`config.mk`:
```
export PLATFORM = sky130hd
export DESIGN_NAME = bandeja_param
export DESIGN_NICKNAME = d
export VERILOG_FILES = /design/src/rtl/bandeja_param.sv
export SDC_FILE = /design/constraint.sdc
export NUM_CORES = 1
export LEC_CHECK = 0
export CAP_MARGIN = 15
export CORE_ASPECT_RATIO = 1.1
export CORE_UTILIZATION = 50
export CTS_BUF_LIST = sky130_fd_sc_hd__clkbuf_4 sky130_fd_sc_hd__clkbuf_8
export CTS_CLUSTER_SIZE = 40
export DETAILED_ROUTE_END_ITERATION = 10
export GPL_TIMING_DRIVEN = 0
export MAX_ROUTING_LAYER = met4
export PLACE_DENSITY = 0.75
export RECOVER_POWER = 50
export SLEW_MARGIN = 20
export SYNTH_ARGS = -nofsm -noshare
export SYNTH_HDL_FRONTEND = slang
export SYNTH_SLANG_ARGS = --single-unit
```
`constraint.sdc`:
```
create_clock -name clk -period 4.2 [get_ports clk]
set_input_delay 0.84 -clock clk [delete_from_list [all_inputs] [get_ports clk]]
set_output_delay 0.84 -clock clk [all_outputs]
set_load 0.1 [all_outputs]
```
`src/rtl/bandeja_param.sv`:
```
// Parametrised cork tray: binary + BCD count, incremental refill, status flags.
// Optional one-deep refill queue enabled by defining BANDEJA_REFILL_QUEUE_EN.
//
// state  | meaning
// IDLE   | serving consume requests, accepting refill requests
// REFILL | adding one cork per cycle until remainder is spent or tray is full
module bandeja_param #(
  parameter int CAPACITY   = 99,
  parameter int REFILL_AMT = 20,
  parameter int LOW_THRESH = 5,
  parameter int INIT_COUNT = 20
) (
  input  logic                            clk,
  input  logic                            reset,
  input  logic                            consumir,
  input  logic                            reabastecer,
  output logic                            rolha_ok,
  output logic                            ocupado,
  output logic                            CR,
  output logic                            BZ,
  output logic                            cheio,
  output logic [$clog2(CAPACITY+1)-1:0]   contagem,
  output logic [3:0]                      unidades_bandeja,
  output logic [3:0]                      dezenas_bandeja,
  output logic [3:0]                      centenas_bandeja
);

  localparam int CW = $clog2(CAPACITY + 1);
  localparam logic [CW-1:0] CAP_C  = CW'(CAPACITY);
  localparam logic [CW-1:0] CAP_M1 = CW'(CAPACITY - 1);
  localparam logic [CW-1:0] AMT_C  = CW'(REFILL_AMT);
  localparam logic [CW-1:0] LOW_C  = CW'(LOW_THRESH);
  localparam logic [CW-1:0] INIT_C = CW'(INIT_COUNT);
  localparam logic [CW-1:0] ONE_C  = CW'(1);
  // Reset digits are elaboration-time constants; no runtime conversion exists.
  localparam logic [11:0] INIT_BCD = {4'(INIT_COUNT / 100), 4'((INIT_COUNT / 10) % 10),
                                      4'(INIT_COUNT % 10)};

  typedef enum logic {IDLE, REFILL} state_e;

  state_e        state_q, state_d;
  logic [CW-1:0] count_q, count_d;
  logic [CW-1:0] rem_q, rem_d;
  logic [11:0]   bcd_q, bcd_d;
  logic          rolha_ok_q, rolha_ok_d;
`ifdef BANDEJA_REFILL_QUEUE_EN
  logic          pend_q, pend_d;
`endif

  function automatic logic [11:0] bcd_inc(input logic [11:0] v);
    logic [11:0] r;
    r = v;
    if (v[3:0] == 4'd9) begin
      r[3:0] = 4'd0;
      if (v[7:4] == 4'd9) begin
        r[7:4]  = 4'd0;
        r[11:8] = v[11:8] + 4'd1;
      end else begin
        r[7:4] = v[7:4] + 4'd1;
      end
    end else begin
      r[3:0] = v[3:0] + 4'd1;
    end
    return r;
  endfunction

  function automatic logic [11:0] bcd_dec(input logic [11:0] v);
    logic [11:0] r;
    r = v;
    if (v[3:0] == 4'd0) begin
      r[3:0] = 4'd9;
      if (v[7:4] == 4'd0) begin
        r[7:4]  = 4'd9;
        r[11:8] = v[11:8] - 4'd1;
      end else begin
        r[7:4] = v[7:4] - 4'd1;
      end
    end else begin
      r[3:0] = v[3:0] - 4'd1;
    end
    return r;
  endfunction

  always_comb begin
    state_d    = state_q;
    count_d    = count_q;
    rem_d      = rem_q;
    bcd_d      = bcd_q;
    rolha_ok_d = 1'b0;
`ifdef BANDEJA_REFILL_QUEUE_EN
    pend_d     = pend_q;
`endif
    case (state_q)
      IDLE: begin
        if (reabastecer && (count_q != CAP_C)) begin
          state_d = REFILL;
          rem_d   = AMT_C;
        end else if (consumir && (count_q != '0)) begin
          count_d    = count_q - ONE_C;
          bcd_d      = bcd_dec(bcd_q);
          rolha_ok_d = 1'b1;
        end
      end
      REFILL: begin
        count_d = count_q + ONE_C;
        bcd_d   = bcd_inc(bcd_q);
        rem_d   = rem_q - ONE_C;
`ifdef BANDEJA_REFILL_QUEUE_EN
        pend_d  = pend_q | reabastecer;
`endif
        if ((rem_q == ONE_C) || (count_q == CAP_M1)) begin
`ifdef BANDEJA_REFILL_QUEUE_EN
          // A queued request re-arms the refill only if room remains after this increment.
          if (pend_d && (count_q != CAP_M1)) begin
            rem_d = AMT_C;
          end else begin
            state_d = IDLE;
          end
          pend_d = 1'b0;
`else
          state_d = IDLE;
`endif
        end
      end
      default: state_d = IDLE;
    endcase
  end

  always_ff @(posedge clk) begin
    if (reset) begin
      state_q    <= IDLE;
      count_q    <= INIT_C;
      rem_q      <= '0;
      bcd_q      <= INIT_BCD;
      rolha_ok_q <= 1'b0;
`ifdef BANDEJA_REFILL_QUEUE_EN
      pend_q     <= 1'b0;
`endif
    end else begin
      state_q    <= state_d;
      count_q    <= count_d;
      rem_q      <= rem_d;
      bcd_q      <= bcd_d;
      rolha_ok_q <= rolha_ok_d;
`ifdef BANDEJA_REFILL_QUEUE_EN
      pend_q     <= pend_d;
`endif
    end
  end

  assign rolha_ok         = rolha_ok_q;
  assign ocupado          = (state_q == REFILL);
  assign contagem         = count_q;
  assign BZ               = (count_q == '0);
  assign CR               = (count_q != '0) && (count_q <= LOW_C);
  assign cheio            = (count_q == CAP_C);
  assign unidades_bandeja = bcd_q[3:0];
  assign dezenas_bandeja  = bcd_q[7:4];
  assign centenas_bandeja = bcd_q[11:8];

endmodule

```
==> results of run 1 <==
## cell families after synthesis
kind of cell,synth area share (%)
DFF,29.7
muxes,2.12
and+or+nand+nor,25.6
xor gates and xnor gates,4.18
AOI/OAI and AO/OA,25.3
buffers and inverters,4.91
adders and majority gates,8.10
## power by group through the flow
stage | registers (µW) | logic (µW) | clock network (µW)
2_1_floorplan | 493 | 224 | 0
3_3_place_gp | 339 | 471 | 0
3_5_place_dp | 339 | 475 | 0
4_1_cts | 334 | 477 | 219
5_1_grt | 339 | 504 | 228
6_report | 334 | 470 | 215
## flip-flops by register name (all words and copies together) (netlist names)
name      cells
bcd_q        12
contagem      7
rem_q         7
ocupado       1
rolha_ok      1
## through the flow
step	utilization [%]	power, µW	setup slack (ns)	hold slack [ns]
after floorplan	-	717	0.583	0.452
after global placement	61.1	809	1.07	0.471
after detailed placement	61.1	814	1.07	0.488
after CTS	63.1	1030	0.753	0.505
after global routing	62.0	1070	0.702	0.532
final	62.0	1020	0.770	0.499
## worst max path at each step
| stage | end | slack (ns) | cells past startpoint |
|---|---|---|---|
| 4_1_cts | BZ | 0.75 | 3 |
| 3_3_place_gp | BZ | 1.07 | 3 |
| 3_5_place_dp | BZ | 1.07 | 3 |
| 2_1_floorplan | cheio | 0.58 | 2 |
| 5_1_grt | BZ | 0.70 | 3 |
| 6_report | BZ | 0.77 | 3 |
## critical path, delay by kind of cell, from the launching register on
family / cells / cell delay (ns)
buf+inv: 1 / 1.14
flops: 1 / 0.42
simple gates: 2 / 0.74
## final cells by class
| class | instances | area, µm² |
|---|---|---|
| plain buffers | 12 | 46.3 |
| clock buffers | 3 | 41.3 |
| clock inverters | 1 | 30.0 |
| fillers | 340 | 1380 |
| inverters | 11 | 41.3 |
| multi-input cells | 180 | 1200 |
| flip-flops and latches | 28 | 561 |
| well taps | 50 | 62.6 |
| repair buffers | 27 | 270 |
## Yosys cell counts (3+ instances only)
library cell and n:
a31oi_1 4, mux2i_1 4, nand2_1 16, nor3_1 8, a21oi_1 19, a2111oi_0 3
dfxtp_1 28, a211oi_1 3, nor4_1 3, o21a_1 3, or2_2 5, a211o_1 3
nand3_1 4, inv_1 11, nor2_1 27, o22ai_1 3, a21o_1 4, ha_1 9
clkbuf_1 8, nor2b_1 3, xnor2_1 7, o21ai_0 6
## per-layer routing
| layer | wire length [µm] | global-route usage (%) | vias to the layer above | part of all wire (%) |
|---|---|---|---|---|
| met1 | 2030 | 29.9 | 828 | 48 |
| met4 | 48 | 5.97 | 0 | 1.1 |
| met5 | 0 | - | - | 0 |
| li1 | - | - | 905 | - |
| met2 | 2040 | 36.7 | 34 | 48 |
| met3 | 121 | 2.74 | 6 | 2.8 |
==> metrics.cfg, run 1 <==
[routing]
vias = 1773
drt_iter0_drc = 71
drc_errors = 0
postRouteWirelength_um = 4250
drtAntennaViolNets = 0
vias_per_cell = 5.68
first_pass_iters = 4
wl_per_cell_um = 13.6

[floorplanning]
dieArea_um2 = 4020
rows = 23
start_util_pct = 52.0
fp.dieW_um = 60.5
fp.dieH_um = 66.4
core_um2 = 3630
io_pins = 28

[synthesis]
synthesis.instances = 231
synth_edf_count = 0
synth.distinct_cells = 60
synthFlopType = dfxtp_1
synth.area.top_cells = dfxtp_1 (30%), ha_1 (6.0%), nor2_1 (5.4%)
synth.cell_area_um2 = 1880
synth_top_area_share_pct = 29.7
synthArstFlopShare_pct = 0
synth_seq_cells = 28
seq_area_frac_synth_pct = 29.7
syn_nets = 246
yosysTopAreaCell = dfxtp_1
yosysWarnings = 0
avgSynthCellArea_um2 = 8.16

[power]
ir_worst_vdd_mv = 0.260
combinationalPowerShare_pct = 46.1
seq_power_share_pct = 32.8
power_leakage_uw = 0.000841
p_switching_uw = 455
clkPwrFrac_pct = 21.1
p_int_uw = 564
power-per-cell-area_nw_per_um2 = 453
p_sw_share_pct = 44.7

[clock_tree]
post_cts_buffers = 0
clk_latency_ns = 0.28
cts_root_buffer = clkbuf_8
cts_resized = 0
clkTransAtPathRegs_ns = 0.10
cts_made_buffers = 3
h-tree-depth = 1
cts_max_path_buffers = 2
cts_hold_buffers = 0
clock_sinks = 28
cts_tree = yes

[timing]
fmax_ghz = 0.292
relSlewSlack_pct = 22.5
rsz0062_at_grt = false
tightest_slew_ns = 1.15
setup_viol = 0
drv_slew = 0
timing.final.crit_share_pct = 81.7
hold_violations = 0
skew_ns = 0.00150
fin_setup_tns_ns = 0
finalCriticalPeriod_ns = 3.43

[global_routing]
grt_usage_pct = 22.7
grt_overflow = 0
antenna_found_initial = 0
grt_pass1_vias = 1516
grt_max_degree = 19
grt_pass1_wl_um = 6820

[layout]
design_area_um2 = 2250
final_common_cell = dfxtp_1
nets = 278
insertedDiodeCount = 0
final_cells = 312
drive_gt1_share_pct = 6.87
area_delta_synth_final_pct = 19.4
final_cell_mix = dfxtp_1 (28), nor2_1 (27), clkdlybuf4s50_1 (22)

[place]
place_inst = 308
globalplace.congestion = 0.828
dpl.hpwl_um = 3100
io_buffer_count = 27
placed_cell_area_um2 = 2220

[critical_path]
cp.arrival_ns = 2.59
cp_slowest_cell = clkdlybuf4s50_1
crit_type = reg -> out
cp_max_fo = 8
cp-end-kind = primary output
ff2ff_path_depth = 9
reg2reg_to = contagem[6]
crit_start = contagem[0]
crit_required_ns = 3.36
reg2reg_slack_ns = 0.99
path_cells = or4_4, nor2_1, clkdlybuf4s50_1
r2r-start = ocupado
max_stage_delay_ns = 1.14
start_kind = register

[worst_hold_path]
holdCritStartpoint = rem_q[5]
hold_class = reg -> reg
hold_depth = 2
holdPathEnd = rem_q[5]

[outcome]
status = finished, final reports clean

[job]
cap_violations = 0

Note: power is estimated with default switching activity, not from simulation.
==> run 2, diff against run 1 <==
- clock period: 4.2 -> 3.2 ns (I/O delays scaled with it)
==> metrics.cfg, run 2 (synthesis gave the netlist of run 1 again) <==
[outcome]
status = finished, final reports clean

[place]
placed_cell_area_um2 = 2230
dp_slack_ns = 0.164
io_buffer_count = 27
place_inst = 308
globalplace.congestion = 0.819
dpl.hpwl_um = 3100

[clock_tree]
cts_tree = yes
clk_latency_ns = 0.27
cts_root_buffer = clkbuf_8
cts_resized = 1
clock_sinks = 28
cts_max_path_buffers = 2
cts_hold_buffers = 0
post_cts_buffers = 0
clkTransAtPathRegs_ns = 0.10
h-tree-depth = 1
cts_made_buffers = 3

[layout]
final_cells = 313
area_delta_synth_final_pct = 20.0
drive_gt1_share_pct = 7.98
insertedDiodeCount = 0
largest_reg_flops = 12
nets = 279
top_register = bcd_q
final_cell_mix = dfxtp_1 (28), nor2_1 (24), clkdlybuf4s50_1 (21)
final_common_cell = dfxtp_1
design_area_um2 = 2260

[global_routing]
grt_usage_pct = 23.0
grt_pass1_vias = 1535
grt_pass1_wl_um = 6920
grt_overflow = 0
antenna_found_initial = 0
grt_max_degree = 19

[routing]
drtAntennaViolNets = 0
drc_errors = 0
vias = 1794
vias_per_cell = 5.73
drt_iter0_drc = 149
wl_per_cell_um = 13.6
first_pass_iters = 4
postRouteWirelength_um = 4250

[critical_path]
crit_type = reg -> out
crit_required_ns = 2.56
start_kind = register
cp-end-kind = primary output
cp.arrival_ns = 2.46
cp_max_fo = 7

[timing]
fin_setup_tns_ns = 0
setup_viol = 0
finalCriticalPeriod_ns = 3.10
worst_slack_ns = 0.0971
hold_violations = 0
drv_slew = 0
skew_ns = 0.00449
timing.final.crit_share_pct = 97.0
fmax_ghz = 0.322
relSlewSlack_pct = 21.7
tightest_slew_ns = 1.16
rsz0062_at_grt = false

[power]
power_leakage_uw = 0.000848
ir_worst_vdd_mv = 0.350
p_int_uw = 741
seq_power_share_pct = 32.7
clkPwrFrac_pct = 20.9
power-per-cell-area_nw_per_um2 = 594
combinationalPowerShare_pct = 46.5
p_sw_share_pct = 44.8
p_switching_uw = 602

[worst_hold_path]
hold_class = reg -> reg

[floorplanning]
io_pins = 28
dieArea_um2 = 4020
core_um2 = 3630
rows = 23
fp.dieW_um = 60.5
fp.dieH_um = 66.4
start_util_pct = 52.0

[job]
cap_violations = 0

run 2: cell count changes in the layout (fill, tap and decap cells not counted), sizes merged:
cell	previous run	this run
buf	1	4
clkbuf	14	12
clkdlybuf4s50	22	21
dlygate4sd2	0	1
run 2: layout make-up:
| type | count | area, µm² |
|---|---|---|
| buffer | 12 | 50.0 |
| clock buffer | 3 | 41.3 |
| clock inverter | 1 | 30.0 |
| fill | 360 | 1370 |
| inverter | 11 | 41.3 |
| multi-input combinational | 180 | 1190 |
| sequential | 28 | 561 |
| tap | 50 | 62.6 |
| timing repair buffer | 28 | 280 |
run 2: metrics by stage:
stage	total power (µW)	hold WS, ns	utilization, %
after floorplan	945	0.452	-
after global placement	1070	0.468	61.4
after detailed placement	1080	0.478	61.4
after CTS	1360	0.493	63.3
after global routing	1410	0.512	62.4
final	1340	0.494	62.4
run 2: metal layers:
layer	vias to the layer above	GRT usage (%)	wire length [µm]
met1	835	30.6	1990
met2	47	36.4	2050
li1	908	-	-
met4	0	6.25	41
met3	4	2.94	162
met5	-	-	0
run 2: power by group through the flow:
stage	logic [µW]	registers (µW)	clock network [µW]
4_1_cts	632	439	287
2_1_floorplan	297	648	0
5_1_grt	668	445	299
3_3_place_gp	622	445	0
3_5_place_dp	630	446	0
6_report	624	439	280
run 2: worst paths after layout:
path	to	depth (start not counted)	slack, ns	startpoint
max	cheio	3	0.1	contagem[1]
min	rem_q[6]	2	0.49	rem_q[6]
max reg2reg	contagem[6]	10	0.34	ocupado
min reg2reg	rem_q[6]	2	0.49	rem_q[6]
run 2: critical path, cell delays in order (launching register included):
cell,delay (ns)
dfxtp_1,0.48
or3b_1,0.45
nor2_2,0.12
clkdlybuf4s50_1,1.14
==> run 3, diff against run 2 <==
- CORE_UTILIZATION: 50 -> 55
- PLACE_DENSITY: 0.75 -> 0.81
- SKIP_CTS_REPAIR_TIMING: not set -> 1
==> metrics.cfg, run 3 (synthesis gave the netlist of run 1 again) <==
[layout]
design_area_um2 = 2220
largest_reg_flops = 12
area_delta_synth_final_pct = 18.1
final_common_cell = dfxtp_1
final_cell_mix = dfxtp_1 (28), nor2_1 (24), clkdlybuf4s50_1 (23)
top_register = bcd_q
nets = 278
drive_gt1_share_pct = 8.40
fin_util_pct = 70.6
insertedDiodeCount = 0

[worst_hold_path]
hold_class = reg -> reg
hold_depth = 2

[timing]
fmax_ghz = 0.348
timing.final.crit_share_pct = 89.8
hold_violations = 0
relSlewSlack_pct = 20.7
tightest_slew_ns = 1.18
fin_setup_tns_ns = 0
drv_slew = 0
rsz0062_at_grt = false
finalCriticalPeriod_ns = 2.87
worst_slack_ns = 0.325
hold_ws_ns = 0.498
skew_ns = 0.0114
setup_viol = 0

[global_routing]
grt_overflow = 0
grt_pass1_wl_um = 7270
antenna_found_initial = 0
grt_pass1_vias = 1644
busiest_layer = met2
use_met2_pct = 41.1
grt_usage_pct = 25.4
use_met1_pct = 34.1
grt_max_degree = 19
met3_usage_pct = 2.46

[routing]
first_pass_iters = 7
wl_per_cell_um = 14.2
vias_per_cell = 5.96
postRouteWirelength_um = 4210
drtAntennaViolNets = 0
drc_errors = 3
vias = 1765
drt_iter0_drc = 106

[job]
cap_violations = 0

[floorplanning]
core_um2 = 3150
fp.dieW_um = 57.8
start_util_pct = 59.8
fp.dieH_um = 63.4
rows = 21
io_pins = 28
dieArea_um2 = 3660

[clock_tree]
cts_max_path_buffers = 2
clk_latency_ns = 0.34
h-tree-depth = 1
clkTransAtPathRegs_ns = 0.15
cts_root_buffer = clkbuf_4
cts_tree = yes
cts_made_buffers = 3
clock_sinks = 28

[critical_path]
start_kind = register
cp-end-kind = primary output
crit_type = reg -> out
ff2ff_path_depth = 9
cp_max_fo = 8
crit_required_ns = 2.56
cp.arrival_ns = 2.23

[place]
dp_slack_ns = 0.204
globalplace.congestion = 0.803
dpl.hpwl_um = 2960
placed_cell_area_um2 = 2210
io_buffer_count = 27

[power]
ir_worst_vdd_mv = 0.391
p_int_uw = 702
p_switching_uw = 601
clkPwrFrac_pct = 18.5
power-per-cell-area_nw_per_um2 = 586
combinationalPowerShare_pct = 47.9
power_leakage_uw = 0.000880
p_sw_share_pct = 46.1
seq_power_share_pct = 33.6

[outcome]
violations = DRC
status = complete, but fails checks

## run 3: cell count changes in the layout (fill, tap and decap cells not counted)
cell,previous run,this run
clkbuf_8,3,0
buf_1,1,0
dlygate4sd2_1,1,0
dlygate4sd3_1,5,1
dlymetal6s2s_1,0,3
clkbuf_2,0,1
clkdlybuf4s50_1,21,23
buf_6,1,0
clkbuf_4,0,3
o21ai_2,0,1
o21ai_0,9,8
## run 3: layer usage
layer | share of wire (%) | vias up | wire length (µm)
met2 | 47 | 50 | 1990
met3 | 4.4 | 6 | 186
met1 | 47 | 803 | 1990
met4 | 1.1 | 0 | 46
met5 | 0 | - | 0
li1 | - | 906 | -
## run 3: worst max-delay path, cell delays in order, from the launching register on
cell            delay, ns
dfxtp_1              0.43
or4_4                0.61
nor2_2               0.10
dlymetal6s2s_1       0.76
## run 3: worst paths after layout
path | startpoint | slack [ns] | to
worst min register to register | rem_q[6] | 0.50 | rem_q[6]
worst min-delay path | rem_q[6] | 0.50 | rem_q[6]
worst max register to register | ocupado | 0.45 | contagem[6]
worst max-delay path | contagem[0] | 0.33 | BZ
## run 3: metrics by stage
step | power, µW | cells
4_1_cts | 1310 | 296
3_5_place_dp | 1070 | 292
5_1_grt | 1370 | 296
3_3_place_gp | 1060 | 292
2_1_floorplan | 945 | 231
6_report | 1300 | 296
## run 3: layout make-up
| cell class | instances | area [µm²] |
|---|---|---|
| Buffer | 12 | 51.3 |
| Clock buffer | 3 | 22.5 |
| Clock inverter | 1 | 30.0 |
| Fill cell | 281 | 928 |
| Inverter | 11 | 41.3 |
| Multi-Input combinational cell | 180 | 1200 |
| Sequential cell | 28 | 561 |
| Tap cell | 34 | 42.5 |
| Timing Repair Buffer | 27 | 278 |
## run 3: power by group through the flow
stage / clock network, µW / registers [µW] / logic, µW
2_1_floorplan: 0 / 648 / 297
3_3_place_gp: 0 / 444 / 621
3_5_place_dp: 0 / 444 / 627
4_1_cts: 242 / 437 / 631
5_1_grt: 258 / 445 / 672
6_report: 241 / 437 / 625
